## src/rtl/sqrt_round_if.sv

```systemverilog
// Handshake bundle for the square-root rounding/packing stage.
//
// Upstream side : in_root/in_sticky/in_exp/in_sign/in_cls/rnd_mode, qualified by
//                 the one-cycle strobe in_done (never refused).
// Downstream side: out_result/out_inexact/out_invalid at the FIFO head, with
//                 out_valid/out_ready handshake; ovf_err reports a dropped strobe.
//
// master: the environment (drives stimulus, consumes results).
// slave : the sqrt_round block.
interface sqrt_round_if #(
   parameter int WIDTH = 26,
   parameter int EXP_W = 8
);
   logic [WIDTH-1:0] in_root;
   logic             in_sticky;
   logic             in_done;
   logic [EXP_W-1:0] in_exp;
   logic             in_sign;
   logic [2:0]       in_cls;
   logic [2:0]       rnd_mode;
   logic [31:0]      out_result;
   logic             out_inexact;
   logic             out_invalid;
   logic             out_valid;
   logic             out_ready;
   logic             ovf_err;

   modport master (
      output in_root, in_sticky, in_done, in_exp, in_sign, in_cls, rnd_mode, out_ready,
      input  out_result, out_inexact, out_invalid, out_valid, ovf_err
   );

   modport slave (
      input  in_root, in_sticky, in_done, in_exp, in_sign, in_cls, rnd_mode, out_ready,
      output out_result, out_inexact, out_invalid, out_valid, ovf_err
   );
endinterface

```

## src/rtl/sqrt_round.sv

```systemverilog
// Final stage of a single-precision square root: rounds the normalized root,
// packs the IEEE-754 result (or the special-case encoding for the operand class)
// and queues it in a 2-entry FIFO so the upstream stage never stalls.
//
// Ports:
//   clk  - single clock, rising edge
//   rst  - asynchronous, active-low reset; empties the FIFO immediately
//   bus  - sqrt_round_if.slave: input strobe bundle and output FIFO head
//          with valid/ready handshake plus the sticky ovf_err flag
module sqrt_round #(
   parameter int WIDTH  = 26,
   parameter int EXP_W  = 8,
   parameter int FRAC_W = 23
) (
   input  logic        clk,
   input  logic        rst,
   sqrt_round_if.slave bus
);

   typedef enum logic [2:0] {
      CLS_NORMAL = 3'd0,
      CLS_ZERO   = 3'd1,
      CLS_PINF   = 3'd2,
      CLS_QNAN   = 3'd3,
      CLS_SNAN   = 3'd4,
      CLS_NEG    = 3'd5
   } cls_e;

   typedef enum logic [2:0] {
      RM_RNE = 3'd0,
      RM_RTZ = 3'd1,
      RM_RDN = 3'd2,
      RM_RUP = 3'd3,
      RM_RMM = 3'd4
   } rnd_e;

   typedef struct packed {
      logic [31:0] result;
      logic        inexact;
      logic        invalid;
   } entry_t;

   localparam logic [EXP_W:0] EXP_MAX = {1'b0, {EXP_W{1'b1}}};

   // ---------------------------------------------------------------------
   // Rounding and packing (combinational on the strobe inputs)
   // ---------------------------------------------------------------------
   logic              guard_bit, round_bit, lsb_bit, inexact, round_up, carry;
   logic [FRAC_W+1:0] mant_sum;
   logic [EXP_W:0]    exp_inc;
   entry_t            entry;

   assign guard_bit = bus.in_root[1];
   assign round_bit = bus.in_root[0];
   assign lsb_bit   = bus.in_root[2];
   assign inexact   = guard_bit | round_bit | bus.in_sticky;

   always_comb begin
      // NOTE: every output of a combinational block gets a default first so no
      // path through the case statements can leave it unassigned (no latch).
      round_up = 1'b0;
      case (rnd_e'(bus.rnd_mode))
         RM_RTZ, RM_RDN: round_up = 1'b0;   // result is never negative
         RM_RUP:         round_up = inexact;
         RM_RMM:         round_up = guard_bit;
         default:        round_up = guard_bit & (round_bit | bus.in_sticky | lsb_bit);
      endcase
   end

   // Hidden bit included: the top two sum bits read 01 normally and 10 only when
   // the increment rippled out past the hidden 1.
   assign mant_sum = {1'b0, bus.in_root[WIDTH-1:2]} + {{(FRAC_W+1){1'b0}}, round_up};
   assign carry    = (mant_sum[FRAC_W+1:FRAC_W] == 2'b10);
   assign exp_inc  = {1'b0, bus.in_exp} + {{EXP_W{1'b0}}, carry};

   always_comb begin
      entry = '0;
      case (cls_e'(bus.in_cls))
         CLS_NORMAL: begin
            entry.inexact = inexact;
            if (carry && (exp_inc >= EXP_MAX)) begin
               entry.result = 32'h7F80_0000;
            end else begin
               // On carry the low fraction bits of the sum are already zero.
               entry.result = {1'b0, exp_inc[EXP_W-1:0], mant_sum[FRAC_W-1:0]};
            end
         end
         CLS_ZERO: entry.result = {bus.in_sign, 31'b0};
         CLS_PINF: entry.result = 32'h7F80_0000;
         CLS_SNAN, CLS_NEG: begin
            entry.result  = 32'h7FC0_0000;
            entry.invalid = 1'b1;
         end
         default:  entry.result = 32'h7FC0_0000;  // qNaN, and unused codes 6-7
      endcase
   end

   // ---------------------------------------------------------------------
   // 2-entry FIFO
   // ---------------------------------------------------------------------
   entry_t     fifo_q [2];
   logic       wr_ptr, rd_ptr;
   logic [1:0] count;
   logic       ovf_err_q;
   logic       full, pop, push_ok, push_drop;

   assign full      = (count == 2'd2);
   assign pop       = (count != 2'd0) & bus.out_ready;
   // A pop frees the head slot on the same edge, so a full FIFO can still accept.
   assign push_ok   = bus.in_done & (~full | pop);
   assign push_drop = bus.in_done & full & ~pop;

   always_ff @(posedge clk or negedge rst) begin
      if (!rst) begin
         wr_ptr    <= 1'b0;
         rd_ptr    <= 1'b0;
         count     <= 2'd0;
         ovf_err_q <= 1'b0;
         // NOTE: the storage is reset too, because the head is visible on the
         // outputs and must read as zero while in reset.
         for (int i = 0; i < 2; i++) begin
            fifo_q[i] <= '0;
         end
      end else begin
         // NOTE: all state here uses non-blocking assignments so every register
         // sees the pre-edge values regardless of statement order.
         if (push_ok) begin
            fifo_q[wr_ptr] <= entry;
            wr_ptr         <= ~wr_ptr;
         end
         if (pop) begin
            rd_ptr <= ~rd_ptr;
         end
         case ({push_ok, pop})
            2'b10:   count <= count + 2'd1;
            2'b01:   count <= count - 2'd1;
            default: count <= count;
         endcase
         if (push_drop) begin
            ovf_err_q <= 1'b1;
         end
      end
   end

   assign bus.out_result  = fifo_q[rd_ptr].result;
   assign bus.out_inexact = fifo_q[rd_ptr].inexact;
   assign bus.out_invalid = fifo_q[rd_ptr].invalid;
   assign bus.out_valid   = (count != 2'd0);
   assign bus.ovf_err     = ovf_err_q;

endmodule

```

## src/flat_wrapper.sv

```systemverilog
// flat-port wrapper written by rule: the top's interface ports become plain ports
module sqrt_round_flat 
#(
   parameter int WIDTH  = 26,
   parameter int EXP_W  = 8,
   parameter int FRAC_W = 23
)
  (clk, rst, bus_in_root, bus_in_sticky, bus_in_done, bus_in_exp, bus_in_sign, bus_in_cls, bus_rnd_mode, bus_out_ready, bus_out_result, bus_out_inexact, bus_out_invalid, bus_out_valid, bus_ovf_err);
  sqrt_round_if #(.WIDTH(WIDTH), .EXP_W(EXP_W)) bus_i ();
  input  logic clk;
  input  logic rst;
  input wire logic [$bits(bus_i.in_root)-1:0] bus_in_root;
  input wire logic [$bits(bus_i.in_sticky)-1:0] bus_in_sticky;
  input wire logic [$bits(bus_i.in_done)-1:0] bus_in_done;
  input wire logic [$bits(bus_i.in_exp)-1:0] bus_in_exp;
  input wire logic [$bits(bus_i.in_sign)-1:0] bus_in_sign;
  input wire logic [$bits(bus_i.in_cls)-1:0] bus_in_cls;
  input wire logic [$bits(bus_i.rnd_mode)-1:0] bus_rnd_mode;
  input wire logic [$bits(bus_i.out_ready)-1:0] bus_out_ready;
  output wire logic [$bits(bus_i.out_result)-1:0] bus_out_result;
  output wire logic [$bits(bus_i.out_inexact)-1:0] bus_out_inexact;
  output wire logic [$bits(bus_i.out_invalid)-1:0] bus_out_invalid;
  output wire logic [$bits(bus_i.out_valid)-1:0] bus_out_valid;
  output wire logic [$bits(bus_i.ovf_err)-1:0] bus_ovf_err;
  assign bus_i.in_root = bus_in_root;
  assign bus_i.in_sticky = bus_in_sticky;
  assign bus_i.in_done = bus_in_done;
  assign bus_i.in_exp = bus_in_exp;
  assign bus_i.in_sign = bus_in_sign;
  assign bus_i.in_cls = bus_in_cls;
  assign bus_i.rnd_mode = bus_rnd_mode;
  assign bus_i.out_ready = bus_out_ready;
  assign bus_out_result = bus_i.out_result;
  assign bus_out_inexact = bus_i.out_inexact;
  assign bus_out_invalid = bus_i.out_invalid;
  assign bus_out_valid = bus_i.out_valid;
  assign bus_ovf_err = bus_i.ovf_err;
  sqrt_round #(.WIDTH(WIDTH), .EXP_W(EXP_W), .FRAC_W(FRAC_W)) u_core (.clk(clk), .rst(rst), .bus(bus_i));
endmodule
```

## config.mk

```make
export PLATFORM = sky130hd
export DESIGN_NAME = sqrt_round_flat
export DESIGN_NICKNAME = d
export VERILOG_FILES = /design/src/rtl/sqrt_round_if.sv /design/src/rtl/sqrt_round.sv /design/src/flat_wrapper.sv
export SDC_FILE = /design/constraint.sdc
export NUM_CORES = 1
export LEC_CHECK = 0
export CAP_MARGIN = 20
export CORE_ASPECT_RATIO = 1.75
export CORE_UTILIZATION = 40
export DETAILED_ROUTE_END_ITERATION = 16
export PLACE_DENSITY = 0.64
export SETUP_SLACK_MARGIN = 0.15
export SLEW_MARGIN = 40
export SYNTH_ARGS = -nofsm -noshare
export SYNTH_HDL_FRONTEND = slang
export SYNTH_SLANG_ARGS = --single-unit
```

## constraint.sdc

```tcl
create_clock -name clk -period 2.03 [get_ports clk]
set_clock_uncertainty 0.1 [all_clocks]
set_input_delay 0.3045 -clock clk [delete_from_list [all_inputs] [get_ports clk]]
set_output_delay 0.3045 -clock clk [all_outputs]
set_load 0.005 [all_outputs]
```

* After elaboration in Yosys (flattened, before gate mapping) *
Cells that the tools add are included.

storage, ports and cells
  register bits = 73
  logic and storage cells = 65

operators by class
  add/subtract/negate cells = 4
  order comparisons = 4
  equal/unequal tests = 12
  mux-type cells = 12
  bitwise gates (word level) = 16
  reduce and logical (&&, ||, !) cells = 7

operators by type and width
  kind                                                                    count
  34-bit two-way mux                                                      4
  32-bit case mux with 3 select lines                                     1
  68-bit bitwise mux                                                      1
  34-bit demux with 1-bit select                                          1
  31-bit two-way mux                                                      1
  24-bit by 1-bit adder with 25-bit output                                1
  8-bit by 1-bit adder with 9-bit output                                  1
  3-bit by 2-bit == test with 1-bit output (second input constant)        3
  3-bit == test (second input constant)                                   3
  9-bit by 8-bit >= comparator with 1-bit output (second input constant)  1
  2-bit == test (second input constant)                                   3
  3-bit by 1-bit == test with 1-bit output (second input constant)        2
  1-bit bitwise AND                                                       5
  1-bit OR                                                                5
  2-bit >= comparator (second input constant)                             2
  1-bit inverter                                                          4
  1-bit inverter with 2-bit output                                        2
  2-bit case mux with 2 select lines                                      1
  2-bit nonzero test                                                      2
  2-bit OR reduction                                                      2
  3-bit logical NOT                                                       1
  1-bit case mux with 3 select lines                                      1
  2-bit by 1-bit adder with 2-bit output (second input constant)          1
  2-bit by 1-bit == test with 1-bit output (second input constant)        1
  other kinds (4)                                                         6

* Longest topological paths before layout *
Gate-level depths: netlist (run 1).

  depth after elaboration = 12
  mapped depth = 16
  gate-level depth less buffers = 15

* Worst setup path before layout (run 1) *
No wires, ideal clock.

  kind = input -> register
  from = input port bus_in_root[2]
  to = register u_core.fifo_q[14] (netlist bit)
  setup time = 126 ps
  data arrival time = 3,077 ps
  data required time = 1,804 ps
  slack = -1,272 ps
  cell stages on the path = 15
  buffers on the path = 1
  path through = o32a_1 a211oi_1 o21ai_0 ha_1 ha_1 nand3_1 nor4_4 and2_2 ha_1 or2b_2 a211oi_2 o2111ai_4 nand3_2 buf_6 o21ai_0

on the way
  cells in the longest elaborated chain, start to end = 11

RTL lines
  what                                            line                RTL
  start: declaration                              flat_wrapper.sv:12  input wire logic [$bits(bus_i.in_root)-1:0] bus_in_root;
  1-bit OR                                        sqrt_round.sv:66    default: round_up = guard_bit & (round_bit | bus.in_sticky | lsb_bit);
  1-bit bitwise AND                               sqrt_round.sv:66
  1-bit case mux with 3 select lines              sqrt_round.sv:62    case (rnd_e'(bus.rnd_mode))
  24-bit by 1-bit adder with 25-bit output (*)    sqrt_round.sv:72    assign mant_sum = {1'b0, bus.in_root[WIDTH-1:2]} + {{(FRAC_W+1){1'b0}}, round_up};
  2-bit == test                                   sqrt_round.sv:73    assign carry = (mant_sum[FRAC_W+1:FRAC_W] == 2'b10);
  8-bit by 1-bit adder with 9-bit output          sqrt_round.sv:74    assign exp_inc = {1'b0, bus.in_exp} + {{EXP_W{1'b0}}, carry};
  9-bit by 8-bit >= comparator with 1-bit output  sqrt_round.sv:81    if (carry && (exp_inc >= EXP_MAX)) begin
  1-bit logical AND                               sqrt_round.sv:81
  31-bit two-way mux (*)                          sqrt_round.sv:81
  32-bit case mux with 3 select lines (*)         sqrt_round.sv:78    case (cls_e'(bus.in_cls))
  68-bit bitwise mux (*)                          sqrt_round.sv:128   fifo_q[wr_ptr] <= entry;
  end signal: indexed assignment                  sqrt_round.sv:128
  end: declaration                                sqrt_round.sv:101   entry_t fifo_q [2];

Mark *: on every way between the ends. The rest lies on a longest branch, timed or not.
A chain may end at the register's enable or synchronous reset.

* Worst setup path in the final report (run 1) *
  from = input port bus_in_root[2]
  to = register u_core.fifo_q[30] (netlist bit)

on the way
  cells in the longest elaborated chain, start to end = 11

RTL lines
  what                                            line
  1-bit OR                                        sqrt_round.sv:66
  1-bit bitwise AND                               sqrt_round.sv:66
  1-bit case mux with 3 select lines              sqrt_round.sv:62
  24-bit by 1-bit adder with 25-bit output (*)    sqrt_round.sv:72
  2-bit == test (*)                               sqrt_round.sv:73
  8-bit by 1-bit adder with 9-bit output          sqrt_round.sv:74
  9-bit by 8-bit >= comparator with 1-bit output  sqrt_round.sv:81
  1-bit logical AND                               sqrt_round.sv:81
  31-bit two-way mux (*)                          sqrt_round.sv:81
  32-bit case mux with 3 select lines (*)         sqrt_round.sv:78
  68-bit bitwise mux (*)                          sqrt_round.sv:128

Marked as above.

==> out/summary.md, run 1 <==
The slack of the critical path was -0.834 ns. On the worst path, the slowest cell contributes a delay of 0.34 ns. The count of buffers inserted at the top-level ports is 81, and the number of vias in the routed layout is 3623.

The classification of the worst-slack hold path is in2reg. The worst path in the final design needs a cycle of 2.86 ns, including I/O delays and setup. The number of setup violations in the final report was 84. The later pin in the worst-skew pair is clocked with a latency of 0.34 ns. In the routed design, unresolved DRC markers number 0.

The share of the cycle needed by the critical path after routing is 141%, and the worst setup slack for register-to-register paths is 0.17 ns. The critical-path maximum fanout was 5; the layout cell share with drive strength beyond 1 was 43.8%. For the maximum resistive drop on vdd, the log shows 0.841 mV.

The worst setup path is captured at a register. The number of warnings reported in the yosys synthesis log was 0. The path with the worst hold slack has its endpoint at u_core.fifo_q[1]. The worst path required time is 2.21 ns, and the share of the synthesized area in the top cell type is 47.3%. In this run the most critical hold path is launched from bus_in_sticky. The logic gate share of total power came out at 46.2%. The die is 132 µm tall.

The most area-hungry cell type in the Yosys netlist is sky130_fd_sc_hd__dfrtp_1. The floorplan die area is 10100 µm². The initial utilization of the core area, before any placement, comes to 41.0%. Synthesized flop and latch total: 73. Summed over all nets, the switching power comes to 2.20 mW. The tools report the number of antenna violations at the first check in global routing as 0. Setup repair after global routing could not meet its margin everywhere. Registers take 1830 µm². In this run switching power makes up 28.9% of total power. The launch point of the worst reg-to-reg path is u_core.count[0]. The family with the most delay on the worst path was compound AO/OA/AOI/OAI gates. Counting the fill cells in the layout gives 682.

For this run, the leading register cell type out of synthesis is sky130_fd_sc_hd__dfrtp_1. The average via count per standard cell is 5.27, and the total internal power is 5.40 mW. Yosys mapped a number of flops with a built-in enable equal to 0. In this run the static leakage power is 2.90 nW. Transition time at the pin with the least slew margin: 0.687 ns. After synthesis, the mean cell area works out to 10.2 µm².

The logs give -49.50 ns for the setup TNS after final layout and 25.8% for the part of the power in the clock network. The worst setup path is launched from a primary input. The count of nets left with antenna violations after detail routing is 0, and the area of the mapped netlist is 3860 µm². Walking the worst path, the cells encountered are buf_6, o32a_1, a211oi_2, o21ai_1, ha_2, ha_4, nand3_4, nor4_4, and2_4, ha_4, or2b_4, a211oi_4, o2111ai_4, buf_6, a21oi_4, o22a_1. Max-cap violations in this run came to 0. Buffers inserted during clock tree synthesis total 9. Across every metal layer, demand over resource in global routing totals 24.7%. The most instantiated library cell after synthesis was sky130_fd_sc_hd__dfrtp_1.

The tools report the clock tree root buffer cell as sky130_fd_sc_hd__clkbuf_16. The commonest cells after synthesis are sky130_fd_sc_hd__dfrtp_1, sky130_fd_sc_hd__nand2_1, sky130_fd_sc_hd__o21ai_0. Capture point of the worst reg-to-reg path: u_core.fifo_q[27].

The total overflow left after global routing is 0. The clock passes through at most 2 buffers. Entering global routing, the biggest net connects 34 pins.

The critical path is of the in2reg type. The end-of-flow core utilization was 69.4%. The tools report the count of inserted antenna diode cells as 0. The net count after synthesis is 431. TritonCTS built the clock tree.

Clock net sink count: 73. Area of the multi-input gates: 2230 µm². For the worst setup path, the data arrival time is 3.04 ns. The count of cells in the finished layout, fillers not included, comes to 688. The tools report the number of max-slew violations in the final report as 0. After synthesis, the netlist uses 47 different library cells.

Ranked by total cell area, the synthesized netlist is headed by sky130_fd_sc_hd__dfrtp_1, sky130_fd_sc_hd__mux2_2, sky130_fd_sc_hd__nand2_1. For the final RePlAce weighted congestion, the log shows 0.845. Dividing the detail-routed wire length by the instance count gives 17.6 µm. The tools report the total iterations of the first detailed-routing run as 4. The flow ran to the end, but the final reports show violations.

The routed design has 12100 µm of wire. In this run the tightest slew margin relative to its limit is 54.0%. After clock tree synthesis, the clock-pin slew on the worst setup and hold paths is 0.06 ns. After synthesis, the share of flip-flops with an asynchronous set or reset is 100%. The wire length of the first global-routing pass came out at 18900 µm.

In this run the core area contains 47 standard-cell rows. The cell with the largest stage delay on the worst path is sky130_fd_sc_hd__o32a_1. The logs give 82 for the number of placed I/O pins and 613 for the number of nets in the final layout. The floorplan step set the die width to 76.3 µm. The worst hold path depth is 4, and the combined buffer and inverter count along the critical path is 2. Cell count after synthesis: 380. For the sequential group share of total power, the log shows 28.0%.

The total area inside the core boundary comes to 9410 µm². The depth of the CTS H-tree came out at 3. The count of cells along the worst register-to-register path is 4.

The final reports fail on setup timing. The via count of the first global-routing pass is 3752, and the sum of net half-perimeters after detailed placement is 7650 µm. The number of hold violations in the final report was 0; the first-iteration detailed-routing DRC count was 173. The post-placement cell count is 630, and the sequential cell area fraction in the yosys report is 47.3%. Based on the critical path, the design can be clocked at up to 349 MHz. The power per standard cell area came out at 1160 nW/µm².

The area growth from synthesis to layout is 69.2%.
## layer usage
metal / vias up / global-route usage (%) / wire length [µm] / part of all wire (%)
li1: 1714 / - / - / -
met1: 1781 / 26.8 / 4430 / 37
met2: 103 / 45.0 / 6760 / 56
met3: 25 / 5.47 / 547 / 4.5
met4: 0 / 11.1 / 363 / 3.0
met5: - / 0 / 0 / 0
## stage by stage
step	instance area (µm²)	hold WS (ns)	setup slack [ns]	total power, mW
after floorplan	3930	-0.0911	-1.09	3.14
after global placement	5370	0.263	-1.61	4.24
after detailed placement	5370	0.265	-1.72	4.30
after CTS	6270	0.299	-0.850	7.30
after global routing	6530	0.365	-0.958	7.92
final	6530	0.299	-0.834	7.60
## cell type report
class / instances / share of cell area (%)
clock inverters: 5 / 1.95
well taps: 122 / 2.34
repair buffers: 188 / 29.5
multi-input cells: 283 / 34.2
inverters: 7 / 0.402
flip-flops and latches: 73 / 28.0
clock buffers: 10 / 3.66
## tightest hold or removal path, stage by stage
cell	delay [ns]
sky130_fd_sc_hd__buf_6	0.07
sky130_fd_sc_hd__buf_4	0.09
sky130_fd_sc_hd__o31ai_1	0.10
sky130_fd_sc_hd__o21ai_0	0.14
## registers in the layout, indices dropped and copies added (netlist names)
signal,flops
u_core.bus.ovf_err,1
u_core.wr_ptr,1
u_core.count,2
u_core.rd_ptr,1
u_core.fifo_q,68
## how the worst max path moves through the flow
stage	startpoint	endpoint	slack, ns	depth (start not counted)
2_1_floorplan	bus_rnd_mode[1]	u_core.fifo_q[8]	-1.09	16
3_3_place_gp	bus_rnd_mode[1]	u_core.fifo_q[25]	-1.61	17
3_5_place_dp	bus_rnd_mode[1]	u_core.fifo_q[25]	-1.72	17
4_1_cts	bus_in_root[2]	u_core.fifo_q[62]	-0.85	16
5_1_grt	bus_in_root[2]	u_core.fifo_q[30]	-0.96	16
6_report	bus_in_root[2]	u_core.fifo_q[30]	-0.83	16
## repair_timing
action,in CTS,in global routing
setup buffers,29,8
resized for setup,247,43
pin swaps,19,11
gates cloned,4,1
hold endpoints to repair,26,0
setup endpoints to repair,98,97
hold buffers,1,0
## kinds of logic after synthesis
family          after synthesis  synth area share (%)
mux                          34                  9.92
xor+xnor                     29                  6.58
buf+inv                      24                  3.01
simple gates                128                  17.1
flops                        73                  47.3
compound gates               87                  14.5
fa+ha+maj                     5                  1.62
## placed cells by master, fill, tap and decap left out, types with 3 or more instances in the layout
cell type,n
sky130_fd_sc_hd__a21oi_4,3
sky130_fd_sc_hd__nor3_1,4
sky130_fd_sc_hd__buf_12,12
sky130_fd_sc_hd__inv_1,7
sky130_fd_sc_hd__clkbuf_16,10
sky130_fd_sc_hd__buf_16,4
sky130_fd_sc_hd__buf_8,5
sky130_fd_sc_hd__xor2_1,22
sky130_fd_sc_hd__buf_4,67
sky130_fd_sc_hd__o22a_1,14
sky130_fd_sc_hd__o21ai_0,7
sky130_fd_sc_hd__nor2_1,7
sky130_fd_sc_hd__dfrtp_1,72
sky130_fd_sc_hd__o21ai_2,10
sky130_fd_sc_hd__bufinv_16,4
sky130_fd_sc_hd__mux2_4,24
sky130_fd_sc_hd__o21ai_1,34
sky130_fd_sc_hd__buf_2,12
sky130_fd_sc_hd__and2_1,3
sky130_fd_sc_hd__nand3_4,3
sky130_fd_sc_hd__buf_6,44
sky130_fd_sc_hd__nand4_1,6
sky130_fd_sc_hd__clkdlybuf4s50_1,38
sky130_fd_sc_hd__xnor2_1,7
sky130_fd_sc_hd__nand3_1,12
sky130_fd_sc_hd__mux2_2,10
sky130_fd_sc_hd__nand2_1,69
sky130_fd_sc_hd__and3_1,3
## power groups by stage
stage | Clock, mW | Sequential, mW | Combinational [mW]
after floorplan | 0 | 2.03 | 1.11
after global placement | 0 | 2.08 | 2.17
final | 1.96 | 2.13 | 3.51
after CTS | 1.98 | 2.10 | 3.22
after detailed placement | 0 | 2.11 | 2.19
after global routing | 2.04 | 2.17 | 3.70
Note: power is estimated with default switching activity, not from simulation.
==> inputs of run 2 (changes only) <==
- ABC_CLOCK_PERIOD_IN_PS: not set -> 2029
==> results of run 2 <==
Final layout, timing and power as in run 1 (identical DEF).
